===== src/rtl/seg_scan_ctrl_pkg.sv =====
// Shared types, constants and BCD helpers for the score keeper and display scanner.
package seg_scan_ctrl_pkg;

  localparam int         SCAN_DIV_DEFAULT = 100000;
  localparam logic [3:0] AN_OFF           = 4'b1111;
  localparam int         NUM_DIGITS       = 4;

  typedef logic [3:0] bcd_digit_t;
  typedef logic [1:0] digit_idx_t;

  typedef struct packed {
    bcd_digit_t num;
    logic       blank;
  } slot_t;

  function automatic logic [15:0] bcd_inc(input logic [15:0] v);
    logic [15:0] r;
    logic        carry;
    r     = v;
    carry = 1'b1;
    for (int i = 0; i < NUM_DIGITS; i++) begin
      if (carry) begin
        if (v[4*i +: 4] == 4'd9) begin
          r[4*i +: 4] = 4'd0;
        end else begin
          r[4*i +: 4] = v[4*i +: 4] + 4'd1;
          carry       = 1'b0;
        end
      end else begin
        r[4*i +: 4] = v[4*i +: 4];
      end
    end
    return r;
  endfunction

  // A digit is blank when it and every more-significant digit are zero; units never blank.
  function automatic slot_t slot_for(input logic [15:0] bcd, input digit_idx_t idx);
    slot_t       s;
    logic [15:0] upper;
    upper   = bcd >> {idx, 2'b00};
    s.blank = (idx != 2'd0) && (upper == 16'h0000);
    s.num   = s.blank ? 4'd0 : upper[3:0];
    return s;
  endfunction

endpackage


===== src/rtl/seg_scan_ctrl_if.sv =====
// Score event inputs and display/score outputs of the scanner, bundled with modports.
interface seg_scan_ctrl_if;
  import seg_scan_ctrl_pkg::*;

  logic       score_inc;
  logic       score_clr;
  bcd_digit_t num;
  logic [3:0] an;
  logic [15:0] score_bcd;
  logic       score_max;

  modport master (output score_inc, score_clr, input num, an, score_bcd, score_max);
  modport slave  (input score_inc, score_clr, output num, an, score_bcd, score_max);
endinterface


===== src/rtl/seg_scan_ctrl_bcd_counter4.sv =====
// Four-digit BCD score counter: saturates at 9999, clear has priority over increment.
module bcd_counter4
  import seg_scan_ctrl_pkg::*;
(
  input  logic        clk,
  input  logic        rst,
  input  logic        inc,
  input  logic        clr,
  output logic [15:0] bcd,
  output logic        max
);

  localparam logic [15:0] BCD_MAX = 16'h9999;

  logic [15:0] next_bcd_s;

  // Next score value from clear/increment requests.
  always_comb begin
    next_bcd_s = bcd;
    if (clr) begin
      next_bcd_s = 16'h0000;
    end else if (inc && (bcd != BCD_MAX)) begin
      next_bcd_s = bcd_inc(bcd);
    end else begin
      next_bcd_s = bcd;
    end
  end

  // Score and saturation flag registers, updated together.
  always_ff @(posedge clk) begin
    if (rst) begin
      bcd <= 16'h0000;
      max <= 1'b0;
    end else begin
      bcd <= next_bcd_s;
      max <= (next_bcd_s == BCD_MAX);
    end
  end

endmodule


===== src/rtl/seg_scan_ctrl.sv =====
// Score keeper and 4-digit multiplexed 7-segment scanner; anode bus trails num by one
// cycle to match the external seg_decoder's output register.
module seg_scan_ctrl
  import seg_scan_ctrl_pkg::*;
#(
  parameter int SCAN_DIV = SCAN_DIV_DEFAULT,
  parameter int DIV_W    = 17
) (
  input  logic           clk,
  input  logic           rst,
  seg_scan_ctrl_if.slave bus
);

  logic [DIV_W-1:0] div_r;
  digit_idx_t       idx_r;
  logic             blank_r;
  bcd_digit_t       num_r;
  logic [3:0]       an_r;

  logic [15:0]      bcd_s;
  logic             max_s;
  logic             tick_s;
  digit_idx_t       idx_next_s;
  slot_t            slot_next_s;

  bcd_counter4 u_counter (
    .clk (clk),
    .rst (rst),
    .inc (bus.score_inc),
    .clr (bus.score_clr),
    .bcd (bcd_s),
    .max (max_s)
  );

  assign tick_s      = (div_r == DIV_W'(SCAN_DIV - 1));
  assign idx_next_s  = idx_r + 2'd1;
  assign slot_next_s = slot_for(bcd_s, idx_next_s);

  // Slot divider, digit index and the num/an output registers.
  always_ff @(posedge clk) begin
    if (rst) begin
      div_r   <= '0;
      idx_r   <= 2'd0;
      blank_r <= 1'b0;
      num_r   <= 4'd0;
      an_r    <= AN_OFF;
    end else begin
      // an is built from the slot state num was loaded with, so it lands one edge later.
      an_r <= blank_r ? AN_OFF : ~(4'b0001 << idx_r);
      if (tick_s) begin
        div_r   <= '0;
        idx_r   <= idx_next_s;
        blank_r <= slot_next_s.blank;
        num_r   <= slot_next_s.num;
      end else begin
        div_r   <= div_r + DIV_W'(1);
        idx_r   <= idx_r;
        blank_r <= blank_r;
        num_r   <= num_r;
      end
    end
  end

  assign bus.num       = num_r;
  assign bus.an        = an_r;
  assign bus.score_bcd = bcd_s;
  assign bus.score_max = max_s;

endmodule


===== src/flat_wrapper.sv =====
// flat-port wrapper written by rule: the top's interface ports become plain ports
module seg_scan_ctrl_flat import seg_scan_ctrl_pkg::*;
#(
  parameter int SCAN_DIV = SCAN_DIV_DEFAULT,
  parameter int DIV_W    = 17
)
  (clk, rst, bus_score_inc, bus_score_clr, bus_num, bus_an, bus_score_bcd, bus_score_max);
  seg_scan_ctrl_if bus_i ();
  input  logic clk;
  input  logic rst;
  input wire logic [$bits(bus_i.score_inc)-1:0] bus_score_inc;
  input wire logic [$bits(bus_i.score_clr)-1:0] bus_score_clr;
  output wire logic [$bits(bus_i.num)-1:0] bus_num;
  output wire logic [$bits(bus_i.an)-1:0] bus_an;
  output wire logic [$bits(bus_i.score_bcd)-1:0] bus_score_bcd;
  output wire logic [$bits(bus_i.score_max)-1:0] bus_score_max;
  assign bus_i.score_inc = bus_score_inc;
  assign bus_i.score_clr = bus_score_clr;
  assign bus_num = bus_i.num;
  assign bus_an = bus_i.an;
  assign bus_score_bcd = bus_i.score_bcd;
  assign bus_score_max = bus_i.score_max;
  seg_scan_ctrl #(.SCAN_DIV(SCAN_DIV), .DIV_W(DIV_W)) u_core (.clk(clk), .rst(rst), .bus(bus_i));
endmodule

===== config.mk =====
export PLATFORM = sky130hd
export DESIGN_NAME = seg_scan_ctrl_flat
export DESIGN_NICKNAME = d
export VERILOG_FILES = /design/src/rtl/seg_scan_ctrl_pkg.sv /design/src/rtl/seg_scan_ctrl_if.sv /design/src/rtl/seg_scan_ctrl_bcd_counter4.sv /design/src/rtl/seg_scan_ctrl.sv /design/src/flat_wrapper.sv
export SDC_FILE = /design/constraint.sdc
export NUM_CORES = 1
export LEC_CHECK = 0
export ABC_AREA = 1
export CORE_UTILIZATION = 45
export CTS_CLUSTER_DIAMETER = 150
export DETAILED_ROUTE_END_ITERATION = 10
export GPL_ROUTABILITY_DRIVEN = 1
export GPL_TIMING_DRIVEN = 0
export PLACE_DENSITY_LB_ADDON = 0.15
export RECOVER_POWER = 25
export SLEW_MARGIN = 20
export SYNTH_ARGS = -nofsm -noshare
export SYNTH_HDL_FRONTEND = slang
export SYNTH_SLANG_ARGS = --single-unit

===== constraint.sdc =====
create_clock -name clk -period 3.5 [get_ports clk]
set_input_delay 0.35 -clock clk [delete_from_list [all_inputs] [get_ports clk]]
set_output_delay 0.35 -clock clk [all_outputs]
set_load 0.02 [all_outputs]

==> After elaboration in Yosys (flattened, before gate mapping) <==
Index checks and enable logic that the tools add are counted.
{ "word_totals": {"register_bits": 45, "in_bits": 4, "out_inout_bits": 25, "wordCells": 50} }
{ "classes": {"addsub": 6, "eq_ne": 7, "shifts": 2, "n_mux": 21, "n_bitwise": 1, "reduce_logical": 6} }
{ "ops": {"columns": ["op", "count"], "rows": [
  ["16-bit 2-to-1 mux", 2],
  ["4-bit 2-to-1 mux", 8],
  ["17-bit by 1-bit adder with 17-bit output (second input constant)", 1],
  ["17-bit equality test (second input constant)", 1],
  ["4-bit by 1-bit adder with 4-bit output (second input constant)", 4],
  ["16-bit equality test (second input constant)", 1],
  ["4-bit equality test (second input constant)", 4],
  ["16-bit zero test", 1],
  ["16-bit != test (second input constant)", 1],
  ["16-bit by 4-bit right shift with 16-bit output", 1],
  ["1-bit 2-to-1 mux", 11],
  ["4-bit inverter", 1],
  ["2-bit OR reduction", 2],
  ["1-bit by 2-bit left shift with 4-bit output (first input constant)", 1],
  ["2-bit by 1-bit adder with 2-bit output (second input constant)", 1],
  ["1-bit logical AND", 2],
  ["2-bit nonzero test", 1]
]} }

==> Depth between registers and ports, before layout <==
{ "logic_depth": {"word_depth": 14, "depth_mapped": 15, "depth_no_buf": 15} }

==> Hierarchy <==
A second synthesis with hierarchy kept.
{ "unflattened": {"hier_cells": 431, "area_unflattened_um2": 2782.7} }
{ "modules_own_cells": {"columns": ["module", "instances", "cells_per_inst", "area_each_um2"], "rows": [
  ["seg_scan_ctrl", 1, 229, 1502.7],
  ["bcd_counter4", 1, 202, 1280.0]
]} }

==> Least setup slack after synthesis <==
Ideal clock, no wire load.
{ "synth_path": {"path_type": "reg2reg", "start": "register u_core.u_counter.bcd[5]", "end": "register u_core.u_counter.max", "arrival_ns": 1.742, "required_ns": 3.436, "slack_ns": 1.694, "stages_incl_launch_ff": 14, "period_less_slack_ns": 1.806, "cell_sequence": "dfxtp_1 > inv_1 > ha_1 > nand2_1 > nor2_4 > nand2_4 > nor2_4 > nor2_2 > nand2_1 > o21ai_1 > nand2_1 > nor2_1 > nand3_1 > nor2_1"} }
{ "synth_between": {"elab_chain_len": 12, "word_cells_on_any_way": 18, "classes_between": "add/sub (1); eq/ne (3); mux (13); reduce/logical (1)"} }
{ "synth_rtl": {"columns": ["item", "line_no", "text"], "rows": [
  ["start: declaration", "seg_scan_ctrl_bcd_counter4.sv:9", "output logic [15:0] bcd,"],
  ["start signal: assignment", "seg_scan_ctrl_bcd_counter4.sv:35", "bcd <= next_bcd_s;"],
  ["4-bit equality test", "seg_scan_ctrl_pkg.sv:23", "if (v[4*i +: 4] == 4'd9) begin"],
  ["1-bit 2-to-1 mux", "seg_scan_ctrl_pkg.sv:23", null],
  ["1-bit 2-to-1 mux", "seg_scan_ctrl_pkg.sv:22", "if (carry) begin"],
  ["1-bit 2-to-1 mux", "seg_scan_ctrl_bcd_counter4.sv:22", "end else if (inc && (bcd != BCD_MAX)) begin"],
  ["1-bit 2-to-1 mux", "seg_scan_ctrl_bcd_counter4.sv:20", "if (clr) begin"],
  ["1-bit 2-to-1 mux", "seg_scan_ctrl_pkg.sv:22", null],
  ["1-bit 2-to-1 mux", "seg_scan_ctrl_bcd_counter4.sv:22", null],
  ["1-bit 2-to-1 mux", "seg_scan_ctrl_bcd_counter4.sv:20", null],
  ["4-bit 2-to-1 mux", "seg_scan_ctrl_pkg.sv:22", null],
  ["16-bit 2-to-1 mux (*)", "seg_scan_ctrl_bcd_counter4.sv:22", null],
  ["16-bit 2-to-1 mux (*)", "seg_scan_ctrl_bcd_counter4.sv:20", null],
  ["16-bit equality test (*)", "seg_scan_ctrl_bcd_counter4.sv:36", "max <= (next_bcd_s == BCD_MAX);"],
  ["end signal: assignment", "seg_scan_ctrl_bcd_counter4.sv:36", null],
  ["end: declaration", "seg_scan_ctrl_bcd_counter4.sv:10", "output logic max"]
]} }
Every way passes the cells marked *; elsewhere a longest branch is shown, timed or not. The select of a mux whose other input is x is not followed.
A chain may end at the register's enable or synchronous reset.

==> Final worst setup path <==
{ "layout_path": {"start": "register u_core.u_counter.bcd[9]", "end": "register u_core.u_counter.max"} }
{ "layout_between": {"elab_chain_len": 9, "word_cells_on_any_way": 14, "classes_between": "add/sub (1); eq/ne (3); mux (9); reduce/logical (1)"} }
{ "layout_rtl": {"columns": ["item", "line_no"], "rows": [
  ["4-bit equality test", "seg_scan_ctrl_pkg.sv:23"],
  ["1-bit 2-to-1 mux", "seg_scan_ctrl_pkg.sv:23"],
  ["1-bit 2-to-1 mux", "seg_scan_ctrl_pkg.sv:22"],
  ["1-bit 2-to-1 mux", "seg_scan_ctrl_bcd_counter4.sv:22"],
  ["1-bit 2-to-1 mux", "seg_scan_ctrl_bcd_counter4.sv:20"],
  ["4-bit 2-to-1 mux", "seg_scan_ctrl_pkg.sv:22"],
  ["16-bit 2-to-1 mux (*)", "seg_scan_ctrl_bcd_counter4.sv:22"],
  ["16-bit 2-to-1 mux (*)", "seg_scan_ctrl_bcd_counter4.sv:20"],
  ["16-bit equality test (*)", "seg_scan_ctrl_bcd_counter4.sv:36"]
]} }
Marked as above.

==> results.sh <==
export IMPL_status="finished clean"
export IMPL_top_level_ports=29
export IMPL_fin_crit_ns=2.080
export IMPL_grt_max_degree=14
export IMPL_gr_total_overflow=0
export IMPL_critical_path_peak_fanout=9
export IMPL_clock_skew_ns=0.01091
export IMPL_drt_wl_total_um=6112
export IMPL_muxShareOfSynthArea=0
export IMPL_die_x_um=77.46
export IMPL_wl_per_cell_um=12.58
export IMPL_layout_nets=428
export IMPL_track_usage=0.2108
export IMPL_coreArea_um2=5507
export IMPL_grt_pass1_vias=2241
export IMPL_finalHoldViolations=0
export IMPL_cts_tree="yes"
export IMPL_drc=0
export IMPL_powerDensity_nw_per_um2=302.1
export IMPL_num_vias=2545
export IMPL_timing_final_crit_share=0.5943
export IMPL_worstSkewPairLatency_ns=0.30
export IMPL_hold_class="in -> reg"
export IMPL_path_delay_family="simple AND/OR/NAND/NOR gates"
export IMPL_hold_buffers=0
export IMPL_dr_pass1_iters=4
export IMPL_stdcell_area_um2=2990
export IMPL_setup_viol=0
export IMPL_synth_simple_gate_area_frac=0.3931
export IMPL_drtAntennaViolNets=0
export IMPL_slowest_stage="dfxtp_1"
export IMPL_slew_violations=0
export IMPL_yosys_warnings=0
export IMPL_antenna_found_initial=0
export IMPL_synth_compound_area_frac=0.09326
export IMPL_p_leak_nw=1.196
export IMPL_synth_top_family_by_area="simple AND/OR/NAND/NOR gates"
export IMPL_rsz0062_at_grt="no"
export IMPL_synth_adder_area_share=0.05371
export IMPL_placed_cell_area_um2=2913
export IMPL_dp_hpwl_um=4579
export IMPL_grt_pass1_wl_um=10130
export IMPL_setup_tns_final_ns=0
export IMPL_start_util=0.4653
export IMPL_path_cells="inv_1 -> ha_1 -> nand2_1 -> nor2_1 -> nand3_1 -> nor2_4 -> nor2_2 -> nand2_1 -> nand2_1 -> nand3_1 -> nor2_2 -> nand3_1 -> nor2_1"
export IMPL_die_height_um=77.46
export IMPL_synth_xor_area_frac=0.02051
export IMPL_ys_seq_area_frac=0.3516
export IMPL_layout_drive_gt1_share=0.07488
export IMPL_syn_inst=380
export IMPL_whs_ns=0.4480
export IMPL_viasPerCell=5.237
export IMPL_ys_seq_elements=45
export IMPL_cts_resized=0
export IMPL_worstSetupEndpointType="flop"
export IMPL_avgSynthCellArea_um2=6.743
export IMPL_port_buffers=26
export IMPL_layout_common_cells="nand2_1, nor2_1, inv_1, dfxtp_1, nand3_1"
export IMPL_place_gp_congestion=0.8554
export IMPL_fillCellCount=557
export IMPL_syn_area_um2=2562
export IMPL_worstMarginPinSlew_ns=0.5562
export IMPL_startpoint_type="flop"
export IMPL_fmax_mhz=480.8
export IMPL_crit_arrival_ns=2.32
export IMPL_post_cts_buffers=0
export IMPL_clkSlewWorstSetupHoldPaths_ns=0.09
export IMPL_final_common_cell="nand2_1"
export IMPL_cts_buffers_inserted=5
export IMPL_area_growth_pct=16.70
export IMPL_cts_sinks=45
export IMPL_cap_viol_max_count=0
export IMPL_dieArea_um2=6000
export IMPL_cts_htree_levels=2
export IMPL_synth_nets=395
export IMPL_max_slew_margin=0.6292
export IMPL_antenna_cells=0
export IMPL_worstPathRequired_ns=3.74
export IMPL_cts_root_buf="clkbuf_8"
export IMPL_clockBufferDepth=2
export IMPL_rows=27
export IMPL_worstSetupPathType="reg -> reg"
export IMPL_ir_worst_vdd_mv=0.1604
export IMPL_cpPeakStageDelay_ns=0.51
export IMPL_drt_iter0_drc=127
export IMPL_synthDistinctLibCells=34
export IMPL_path_buf_inv=1
[final cells by class]
type,instances,area (um2),share of cell area
Clock inverter,2,10.01,0.003347
Tap cell,72,90.09,0.03013
Inverter,47,176.4,0.05900
Sequential cell,45,900.9,0.3013
Multi-Input combinational cell,281,1431,0.4787
Timing Repair Buffer,26,260.3,0.08703
Buffer,7,48.80,0.01632
Clock buffer,6,72.57,0.02427
[cells by family (layout without fill, tap and decap cells)]
logic type	count (synthesis)	count (layout)
buf+inv	54	88
simple gates	219	219
flops	45	45
compound gates	45	45
xor+xnor	6	6
fa+ha+maj	11	11
[cells in the mapped netlist (all sizes together)]
cell	count	area, um2
nand3	33	175.2
ha	11	137.6
inv	47	176.4
a211oi	1	7.510
nor3	12	65.06
clkbuf	4	25.02
or2	3	18.78
a21oi	19	95.09
nand3b	2	15.01
dfxtp	45	900.9
nor2	57	261.5
nand4	10	68.81
o41ai	2	17.52
o21ai	21	105.1
a22oi	1	7.510
nand2	99	384.1
nor4	3	18.77
buf	3	23.77
xor2	6	52.55
o22ai	1	6.260
[final timing paths]
path                                              start                 endpoint  slack, ns  cells past startpoint
worst max-delay path            u_core.u_counter.bcd[9]     u_core.u_counter.max       1.42                     13
worst min register to register          u_core.div_r[0]          u_core.div_r[0]       0.47                      1
worst max register to register  u_core.u_counter.bcd[9]     u_core.u_counter.max       1.42                     13
worst min-delay path                      bus_score_inc  u_core.u_counter.bcd[8]       0.45                      4
[power by group]
group / internal, W / switching (W)
Clock: 0.000139 / 0.000181
Sequential: 0.000518 / 0.00000745
Combinational: 0.0000202 / 0.0000379
Total: 0.000677 / 0.000227
[per-stage QoR]
step	power [W]	setup WS (ns)	std cells	utilization
final	0.0009032	1.420	486	0.5431
after global routing	0.0009371	1.232	486	0.5431
after floorplan	0.0005737	1.694	380	-
after detailed placement	0.0005952	1.464	478	0.5290
after CTS	0.0009080	1.439	486	0.5440
after global placement	0.0005941	1.482	478	0.5290
[worst register-to-register path, stage by stage, from the launching register on]
cell	delay, ns
dfxtp_1	0.51
inv_1	0.08
ha_1	0.20
nand2_1	0.07
nor2_1	0.05
nand3_1	0.17
nor2_4	0.04
nor2_2	0.31
nand2_1	0.13
nand2_1	0.08
nand3_1	0.11
nor2_2	0.09
nand3_1	0.06
nor2_1	0.11
[layer usage]
metal  GRT usage  vias up  wire length, um
met1      0.2745     1170             2915
met5           0        -                0
met4     0.06226        0               55
li1            -     1299                -
met3     0.03176        5              341
met2      0.3575       71             2800
[registers in the layout, summed over array words and instances (netlist names)]
signal,cells
u_core.div_r,17
u_core.u_counter.bcd,16
u_core.bus.an,4
u_core.bus.num,4
u_core.idx_r,2
u_core.blank_r,1
u_core.u_counter.max,1
(Power assumes the default switching activity.)
